==> config.mk <==
export PLATFORM = sky130hd
export DESIGN_NAME = gshare_spec_flat
export DESIGN_NICKNAME = d
export VERILOG_FILES = /design/src/rtl/gshare_spec_if.sv /design/src/rtl/gshare_spec.sv /design/src/flat_wrapper.sv
export SDC_FILE = /design/constraint.sdc
export NUM_CORES = 1
export LEC_CHECK = 0
export CAP_MARGIN = 15
export CELL_PAD_IN_SITES_DETAIL_PLACEMENT = 0
export CELL_PAD_IN_SITES_GLOBAL_PLACEMENT = 1
export CORE_MARGIN = 5
export CORE_UTILIZATION = 45
export DETAILED_ROUTE_END_ITERATION = 12
export HOLD_SLACK_MARGIN = 0.15
export PLACE_DENSITY_LB_ADDON = 0.1
export SETUP_SLACK_MARGIN = 0.4
export SYNTH_ARGS = -nofsm -noshare
export SYNTH_HDL_FRONTEND = slang
export SYNTH_SLANG_ARGS = --single-unit
==> constraint.sdc <==
create_clock -name clk -period 32.4 [get_ports clk]
set_input_delay 4.86 -clock clk [delete_from_list [all_inputs] [get_ports clk]]
set_output_delay 4.86 -clock clk [all_outputs]
set_load 0.01 [all_outputs]
==> src/rtl/gshare_spec_if.sv <==
// Predict/update bundle between the fetch front end, the branch resolution unit
// and the gshare predictor. The predictor sits on the slave side.
interface gshare_spec_if #(
   parameter int unsigned IDX_W  = 8,
   parameter int unsigned HIST_W = 8
) ();
   logic              ready;
   logic              pred_valid1;
   logic              pred_valid2;
   logic [IDX_W-1:0]  raddr1;
   logic [IDX_W-1:0]  raddr2;
   logic              pred1;
   logic              pred2;
   logic [HIST_W-1:0] hist1;
   logic [HIST_W-1:0] hist2;
   logic              upd_valid;
   logic [IDX_W-1:0]  upd_addr;
   logic [HIST_W-1:0] upd_hist;
   logic              upd_taken;
   logic              upd_mispred;

   modport master (
      input  ready, pred1, pred2, hist1, hist2,
      output pred_valid1, pred_valid2, raddr1, raddr2,
             upd_valid, upd_addr, upd_hist, upd_taken, upd_mispred
   );

   modport slave (
      output ready, pred1, pred2, hist1, hist2,
      input  pred_valid1, pred_valid2, raddr1, raddr2,
             upd_valid, upd_addr, upd_hist, upd_taken, upd_mispred
   );
endinterface

==> src/rtl/gshare_spec.sv <==
// Two-slot gshare predictor: speculative global history updated at predict time,
// repaired from the branch's own snapshot on mispredict; table swept after reset.
module gshare_spec #(
   parameter int unsigned IDX_W  = 8,
   parameter int unsigned HIST_W = 8,
   parameter int unsigned CNT_W  = 2
) (
   input  logic        clk,
   input  logic        rst,
   gshare_spec_if.slave bp
);
   localparam int unsigned    DEPTH = 1 << IDX_W;
   localparam logic [CNT_W-1:0] WNT = {1'b0, {(CNT_W-1){1'b1}}};
   localparam logic [CNT_W-1:0] CMAX = '1;

   typedef enum logic {S_INIT, S_RUN} state_e;

   state_e            state_q;
   logic [IDX_W-1:0]  init_cnt_q;
   logic [HIST_W-1:0] ghr_q, ghr_d;
   logic              ready_q;
   logic [CNT_W-1:0]  pht_q [DEPTH];

   logic              run;
   logic              p1, p2;
   logic [HIST_W-1:0] h2;
   logic [IDX_W-1:0]  idx1, idx2, uidx;
   logic [CNT_W-1:0]  ucnt, ucnt_d;

   // Index hash: history is zero-extended, so high address bits pass through.
   function automatic logic [IDX_W-1:0] hash(input logic [IDX_W-1:0] a,
                                              input logic [HIST_W-1:0] h);
      logic [IDX_W-1:0] z;
      z = '0;
      z[HIST_W-1:0] = h;
      return a ^ z;
   endfunction

   // Newest outcome enters the MSB; also correct for HIST_W == 1.
   function automatic logic [HIST_W-1:0] shift_in(input logic [HIST_W-1:0] h,
                                                   input logic b);
      logic [HIST_W-1:0] r;
      r = h >> 1;
      r[HIST_W-1] = b;
      return r;
   endfunction

   always_comb begin
      run  = (state_q == S_RUN);
      idx1 = hash(bp.raddr1, ghr_q);
      p1   = run & pht_q[idx1][CNT_W-1];
      h2   = shift_in(ghr_q, p1);
      idx2 = hash(bp.raddr2, h2);
      p2   = run & pht_q[idx2][CNT_W-1];

      uidx = hash(bp.upd_addr, bp.upd_hist);
      ucnt = pht_q[uidx];
      if (bp.upd_taken) ucnt_d = (ucnt == CMAX) ? ucnt : ucnt + CNT_W'(1);
      else              ucnt_d = (ucnt == '0)   ? ucnt : ucnt - CNT_W'(1);

      // Repair wins over any same-cycle speculative shift.
      ghr_d = ghr_q;
      if (bp.upd_valid && bp.upd_mispred)
         ghr_d = shift_in(bp.upd_hist, bp.upd_taken);
      else if (bp.pred_valid1 && bp.pred_valid2)
         ghr_d = shift_in(shift_in(ghr_q, p1), p2);
      else if (bp.pred_valid1)
         ghr_d = shift_in(ghr_q, p1);
   end

   assign bp.ready = ready_q;
   assign bp.pred1 = p1;
   assign bp.pred2 = p2;
   assign bp.hist1 = ghr_q;
   assign bp.hist2 = h2;

   always_ff @(posedge clk) begin
      if (rst) begin
         state_q    <= S_INIT;
         init_cnt_q <= '0;
         ghr_q      <= '0;
         ready_q    <= 1'b0;
      end else begin
         case (state_q)
            S_INIT: begin
               init_cnt_q <= init_cnt_q + IDX_W'(1);
               if (init_cnt_q == '1) begin
                  state_q <= S_RUN;
                  ready_q <= 1'b1;
               end
            end
            S_RUN: ghr_q <= ghr_d;
            default: state_q <= S_INIT;
         endcase
      end
   end

   always_ff @(posedge clk) begin
      if (!rst) begin
         if (state_q == S_INIT)
            pht_q[init_cnt_q] <= WNT;
         else if (bp.upd_valid)
            pht_q[uidx] <= ucnt_d;
      end
   end
endmodule
==> src/flat_wrapper.sv <==
// flat-port wrapper written by rule: the top's interface ports become plain ports
module gshare_spec_flat 
#(
   parameter int unsigned IDX_W  = 8,
   parameter int unsigned HIST_W = 8,
   parameter int unsigned CNT_W  = 2
)
  (clk, rst, bp_ready, bp_pred1, bp_pred2, bp_hist1, bp_hist2, bp_pred_valid1, bp_pred_valid2, bp_raddr1, bp_raddr2, bp_upd_valid, bp_upd_addr, bp_upd_hist, bp_upd_taken, bp_upd_mispred);
  gshare_spec_if #(.IDX_W(IDX_W), .HIST_W(HIST_W)) bp_i ();
  input  logic clk;
  input  logic rst;
  output wire logic [$bits(bp_i.ready)-1:0] bp_ready;
  output wire logic [$bits(bp_i.pred1)-1:0] bp_pred1;
  output wire logic [$bits(bp_i.pred2)-1:0] bp_pred2;
  output wire logic [$bits(bp_i.hist1)-1:0] bp_hist1;
  output wire logic [$bits(bp_i.hist2)-1:0] bp_hist2;
  input wire logic [$bits(bp_i.pred_valid1)-1:0] bp_pred_valid1;
  input wire logic [$bits(bp_i.pred_valid2)-1:0] bp_pred_valid2;
  input wire logic [$bits(bp_i.raddr1)-1:0] bp_raddr1;
  input wire logic [$bits(bp_i.raddr2)-1:0] bp_raddr2;
  input wire logic [$bits(bp_i.upd_valid)-1:0] bp_upd_valid;
  input wire logic [$bits(bp_i.upd_addr)-1:0] bp_upd_addr;
  input wire logic [$bits(bp_i.upd_hist)-1:0] bp_upd_hist;
  input wire logic [$bits(bp_i.upd_taken)-1:0] bp_upd_taken;
  input wire logic [$bits(bp_i.upd_mispred)-1:0] bp_upd_mispred;
  assign bp_ready = bp_i.ready;
  assign bp_pred1 = bp_i.pred1;
  assign bp_pred2 = bp_i.pred2;
  assign bp_hist1 = bp_i.hist1;
  assign bp_hist2 = bp_i.hist2;
  assign bp_i.pred_valid1 = bp_pred_valid1;
  assign bp_i.pred_valid2 = bp_pred_valid2;
  assign bp_i.raddr1 = bp_raddr1;
  assign bp_i.raddr2 = bp_raddr2;
  assign bp_i.upd_valid = bp_upd_valid;
  assign bp_i.upd_addr = bp_upd_addr;
  assign bp_i.upd_hist = bp_upd_hist;
  assign bp_i.upd_taken = bp_upd_taken;
  assign bp_i.upd_mispred = bp_upd_mispred;
  gshare_spec #(.IDX_W(IDX_W), .HIST_W(HIST_W), .CNT_W(CNT_W)) u_core (.clk(clk), .rst(rst), .bp(bp_i));
endmodule
==> results.cfg, run 1 <==
[critical_path]
critPathLaunch = bp_raddr1[0]
reg2regPathDepth = 11
r2r_start = u_core.bp.hist1[2]$_SDFFE_PP0P_
crit_buf_inv = 3
critPathMostFrequentCell = clkdlybuf4s50_1
critPathTopFamily = buffers and inverters
cp_max_fo = 43
crit_arrival_ns = 9.62
critPathLaunchType = input pin
timing.rr.end = u_core.bp.hist1[7]$_SDFFE_PP0P_
slowest_stage = buf_4
max_stage_delay_ns = 0.72
crit_chain = clkdlybuf4s50_1, xor2_4, buf_4, mux4_1, mux4_2, a21oi_1, nand4_1, o21ai_0, a41oi_2, xnor2_1, mux2i_1, and2_1, clkdlybuf4s50_1
critPathKind = in -> out
endpoint_kind = primary output
rrSetupSlack_ns = 27.79
crit_required_ns = 27.54

[sta]
hold_viol_final = 0
finalCritPeriodShare_pct = 44.7
slew_viol_final = 0
min_period_ns = 14.48
rsz0062_at_grt = false
setup-violations-final = 0
relSlewSlack_pct = 19.3
worst_slack_ns = 17.92
tightest_slew_ns = 1.21
final.setup_skew_ns = 0.0295
fmax_mhz = 69.1
setup_tns_ns = 0

[logic_synthesis]
netlist.top_cell.by_area = edfxtp_1
synth-compound-area-share_pct = 2.84
yosysWarnings = 0
yosysUniqueCellTypes = 57
synth_xor_xnor_area_share_pct = 1.78
yosys.area_share.simple_pct = 8.55
synth.top_cell.area_share_pct = 57.9
synth_mux_area_share_pct = 25.0
synthCells = 1691
synth_edf_count = 512
syn-cell-area_um2 = 26600
synthMostInstantiatedCell = edfxtp_1
synth_fp_nets = 1731
synth-main-ff-cell = edfxtp_1
synthArstFlopShare_pct = 0
yosysSeqAreaShare_pct = 59.2
synth-seq-cells = 530
avgSynthCellArea_um2 = 15.7
synth_area_leaders = edfxtp_1 58%, mux4_2 23%, nor2_1 4.4%
synth_common_cells = 512 x edfxtp_1, 313 x nor2_1, 271 x mux4_2
synthAdderAreaFrac_pct = 0.0848
synth_top_family_by_area = multiplexers

[grt]
gr-total-overflow = 0
grt_start_max_net_pins = 253
grt_pass1_wl_um = 122000
antenna_found_initial = 2
grt_pass1_vias = 16647
grt.total_usage_pct = 26.6

[finish]
postLayoutCoreUtil_pct = 50.8
synthToLayoutAreaGrowth_pct = 12.5
antennaDiodeCount = 0
drive_above_1_share_pct = 24.8
nets = 1750

[route]
wl_um = 85300
postRouteAntennaNets = 0
viasPerCell = 6.60
drcViolationCount = 0
vias = 16704
post_drt_wl_per_cell_um = 33.7
route.met2.wl_um = 38900
drtIter0Drc = 2085
firstDrtPassIters = 6
met1_length_um = 35300
dr_wl_met3_um = 8380
highest_layer = met4

[cts]
cts_setup_buffers = 0
cts_buffer_depth = 3
cts_resized = 0
clockRootBuffer = clkbuf_16
cts_hold_buf = 0
cts_tree = done
numCtsBuffers = 56
clkSlewWorstSetupHoldPaths_ns = 0.06
worst_skew_pair.late_latency_ns = 0.64
cts-htree-levels = 2
numClockSinks = 530

[floorplan]
fp.dieH_um = 253
io_pins = 58
fp.dieW_um = 253
core_um2 = 58800
rows = 89
dieArea_um2 = 64000
start_util_pct = 45.2

[power]
p_switching_w = 0.000365
p_seq_share_pct = 48.3
combPwrFrac_pct = 8.9
power.total_w = 0.00153
p_leak_nw = 10.1
power.internal_w = 0.00117
switching_share_pct = 23.8
ir_drop_uv = 40.2
clockPowerShare_pct = 42.7
powerDensity_nw_per_um2 = 51.3

[job]
cap_viol_max_count = 0

[worst_hold_path]
hold_path.class = reg -> reg
hp-start = u_core.bp.ready$_SDFFE_PP0P_
holdPathStages = 2
holdPathEnd = u_core.bp.ready$_SDFFE_PP0P_

[place]
place.port_buffers = 57
pre_cts_ws_ns = 17.91
place_congestion = 0.882
hpwlAfterDp_um = 52000

[run_status]
outcome = completed
-- cells in the final DEF (no fill, tap or decap), types with 3 or more instances in the layout --
master,Yosys,layout
edfxtp_1,512,512
nor2_1,313,313
mux4_2,271,271
nand2_1,155,139
clkdlybuf4s50_1,0,57
clkbuf_16,0,56
nand3_1,52,52
buf_4,19,32
mux2i_1,26,26
o21ai_0,21,19
a21oi_1,19,19
dfxtp_1,18,18
xnor2_1,22,16
nand2_2,0,16
clkinv_1,0,13
xor2_4,2,12
nand4_1,11,11
mux4_1,10,10
xor2_1,20,10
a31oi_1,10,10
a22oi_1,9,9
xnor2_2,1,7
and3_1,7,7
o211ai_1,7,7
a311oi_1,7,7
clkinv_2,0,7
clkbuf_1,71,7
clkinvlp_4,0,7
bufinv_16,0,7
a32oi_1,6,6
a221oi_1,6,6
inv_1,6,6
o2111ai_1,5,5
nand3b_1,5,5
inv_6,0,4
o31ai_1,3,3
and2_1,3,3
o32ai_1,3,3
nor2b_1,3,3
-- sequential cells by signal, indices dropped and copies added (netlist names) --
| name | cells |
|---|---|
| u_core.init_cnt_q | 8 |
| u_core.bp.ready | 1 |
| u_core.pht_q | 512 |
| u_core.run | 1 |
| u_core.bp.hist1 | 8 |
-- power groups by stage --
stage,registers [W],clock network (W),logic (W)
2_1_floorplan,0.000755,0,0.0000852
3_3_place_gp,0.000756,0,0.000136
3_5_place_dp,0.000756,0,0.000136
4_1_cts,0.000741,0.000665,0.000137
5_1_grt,0.000741,0.000693,0.000143
6_report,0.000741,0.000655,0.000137
-- metal layers --
metal | track usage (%) | vias up
met2 | 40.2 | 977
met4 | 7.82 | 0
met5 | 0 | -
li1 | - | 6781
met3 | 5.44 | 146
met1 | 39.6 | 8800
-- worst max-delay path by stage --
stage	end	slack (ns)	depth (start not counted)
4_1_cts	bp_pred2	17.90	13
2_1_floorplan	u_core.pht_q[0][1]$_DFFE_PP_	13.33	11
3_3_place_gp	bp_pred2	17.95	13
6_report	bp_pred2	17.92	13
3_5_place_dp	bp_pred2	17.91	13
5_1_grt	bp_pred2	17.66	13
-- layout make-up --
class                      count  area [um2]
clock buffer                  63        1430
tap                          773         967
clock inverter                41         429
multi-input combinational   1025       10500
timing repair buffer          91         851
sequential                   530       15700
inverter                       6        22.5
fill                        4879       28900
-- worst reg2reg max path, delay by kind of cell (launching register included) --
family,cells,cell delay (ns)
xor gates and xnor gates,1,0.87
AOI/OAI and AO/OA,5,1.35
muxes,3,0.71
DFF,1,0.78
and+or+nand+nor,1,0.07
buffers and inverters,1,0.67
-- stage by stage --
step / hold WS [ns] / instances / instance area (um2)
3_5_place_dp: 0.510 / 2424 / 28000
3_3_place_gp: 0.499 / 2424 / 28000
6_report: 0.535 / 2529 / 29900
4_1_cts: 0.528 / 2528 / 29900
5_1_grt: 0.566 / 2529 / 29900
2_1_floorplan: 0.503 / 1691 / 26600
-- cell families after synthesis --
kind of cell    after synthesis
simple gates                559
flops                       530
mux                         309
buf+inv                     136
compound gates              108
xor+xnor                     47
fa+ha+maj                     2
Note: power is estimated with default switching activity, not from simulation.
==> inputs of run 2 (changes only) <==
Clock period 32.4 ns to 14.4 ns, I/O delays scaled along.
==> run 2 against run 1 <==
Net effect: die area did not move; register-to-register slack worse by 18 ns; largest power group unchanged; sequential power increased by 130%; largest cell class unchanged; flip-flop and latch count did not move; wire length is 2.0% higher; utilization rose by 0.12 points; sequential share of layout area is 0.13 points lower.
==> results.cfg, run 2 (synthesis results as in run 1) <==
[worst_hold_path]
hold_path.class = reg -> reg

[floorplan]
start_util_pct = 45.2
dieArea_um2 = 64000
fp.dieH_um = 253
core_um2 = 58800
fp.dieW_um = 253
io_pins = 58
rows = 89

[finish]
postLayoutCoreUtil_pct = 51.0
mostFrequentLayoutCells = 512 x edfxtp_1, 313 x nor2_1, 271 x mux4_2, 145 x nand2_1
final_common_cell = edfxtp_1
final_area_um2 = 30000
largest_reg_flops = 512
nets = 1759
top_register = u_core.pht_q
synthToLayoutAreaGrowth_pct = 12.8
antennaDiodeCount = 0
drive_above_1_share_pct = 24.6

[sta]
min_period_ns = 9.20
rsz0062_at_grt = false
final.setup_skew_ns = 0.0411
setup-violations-final = 0
setup_tns_ns = 0
tightest_slew_ns = 1.16
relSlewSlack_pct = 21.7
finalCritPeriodShare_pct = 63.9
hold_viol_final = 0
fmax_mhz = 109
slew_viol_final = 0
finalHoldWorstSlack_ns = 0.513

[route]
viasPerCell = 6.72
postRouteAntennaNets = 0
vias = 17074
wl_um = 87000
post_drt_wl_per_cell_um = 34.2
firstDrtPassIters = 6
drcViolationCount = 0
drtIter0Drc = 2346

[power]
combPwrFrac_pct = 8.9
power.total_w = 0.00344
switching_share_pct = 23.7
powerDensity_nw_per_um2 = 115
ir_drop_uv = 94.3
p_switching_w = 0.000816
power.internal_w = 0.00262
p_leak_nw = 10.2
p_seq_share_pct = 48.5
clockPowerShare_pct = 42.6

[cts]
numCtsBuffers = 57
cts-htree-levels = 2
clockRootBuffer = clkbuf_16
numClockSinks = 530
cts_resized = 0
cts_hold_buf = 0
cts_buffer_depth = 3
worst_skew_pair.late_latency_ns = 0.65
cts_tree = done
cts_setup_buffers = 0
clkSlewWorstSetupHoldPaths_ns = 0.06

[critical_path]
crit_required_ns = 12.24
critPathKind = in -> out
crit_arrival_ns = 7.04
endpoint_kind = primary output
cp_max_fo = 32
critPathLaunchType = input pin

[place]
hpwlAfterDp_um = 54900
place.port_buffers = 57
placed_cell_area_um2 = 28100
place_congestion = 0.908

[grt]
grt.total_usage_pct = 27.1
grt_start_max_net_pins = 119
grt_pass1_vias = 16919
grt_pass1_wl_um = 125000
gr-total-overflow = 0
antenna_found_initial = 3

[job]
cap_viol_max_count = 0

[run_status]
outcome = completed
-- run 2: power groups by stage --
| stage | logic (W) | clock network [W] | registers, W |
|---|---|---|---|
| 2_1_floorplan | 0.000192 | 0 | 0.00170 |
| 6_report | 0.000307 | 0.00146 | 0.00167 |
| 4_1_cts | 0.000307 | 0.00149 | 0.00167 |
| 5_1_grt | 0.000320 | 0.00155 | 0.00167 |
| 3_5_place_dp | 0.000306 | 0 | 0.00170 |
| 3_3_place_gp | 0.000305 | 0 | 0.00170 |
-- run 2: final timing paths --
kind                                endpoint  slack [ns]                             from  cells after the start
max                                 bp_pred2        5.20                     bp_raddr1[1]                     14
min             u_core.bp.ready$_SDFFE_PP0P_        0.51     u_core.bp.ready$_SDFFE_PP0P_                      2
max reg2reg  u_core.bp.hist1[7]$_SDFFE_PP0P_        9.70  u_core.bp.hist1[1]$_SDFFE_PP0P_                     12
min reg2reg     u_core.bp.ready$_SDFFE_PP0P_        0.51     u_core.bp.ready$_SDFFE_PP0P_                      2
-- run 2: final cells by class --
cell class	instances	area (um2)
flip-flops and latches	530	15700
multi-input cells	1025	10400
fillers	4876	28800
clock buffers	67	1460
inverters	6	22.5
clock inverters	40	383
repair buffers	99	943
well taps	773	967
-- run 2: metal layers --
metal / track usage [%] / share of wire, % / vias to the layer above
met1: 39.7 / 41 / 8978
met5: 0 / 0.015 / -
met2: 41.3 / 46 / 1118
li1: - / - / 6802
met4: 7.97 / 3.2 / 2
met3: 6.02 / 10 / 174
-- run 2: worst max-delay path: stages --
cell and delay (ns):
clkdlybuf4s50_1 0.60, xor2_4 0.18, buf_4 0.45, buf_4 0.55, mux4_2 0.56, mux2_2 0.29
o31ai_1 0.24, a31oi_1 0.07, o21ai_0 0.26, a41oi_2 0.38, xnor2_1 0.34, mux2i_1 0.20
and2_1 0.15, clkdlybuf4s50_1 0.55
-- run 2: through the flow --
step	setup WS, ns	std cells
CTS	5.26	2538
detailed placement	5.26	2431
global route	5.10	2540
global placement	5.29	2431
floorplan	2.42	1691
finish	5.20	2540
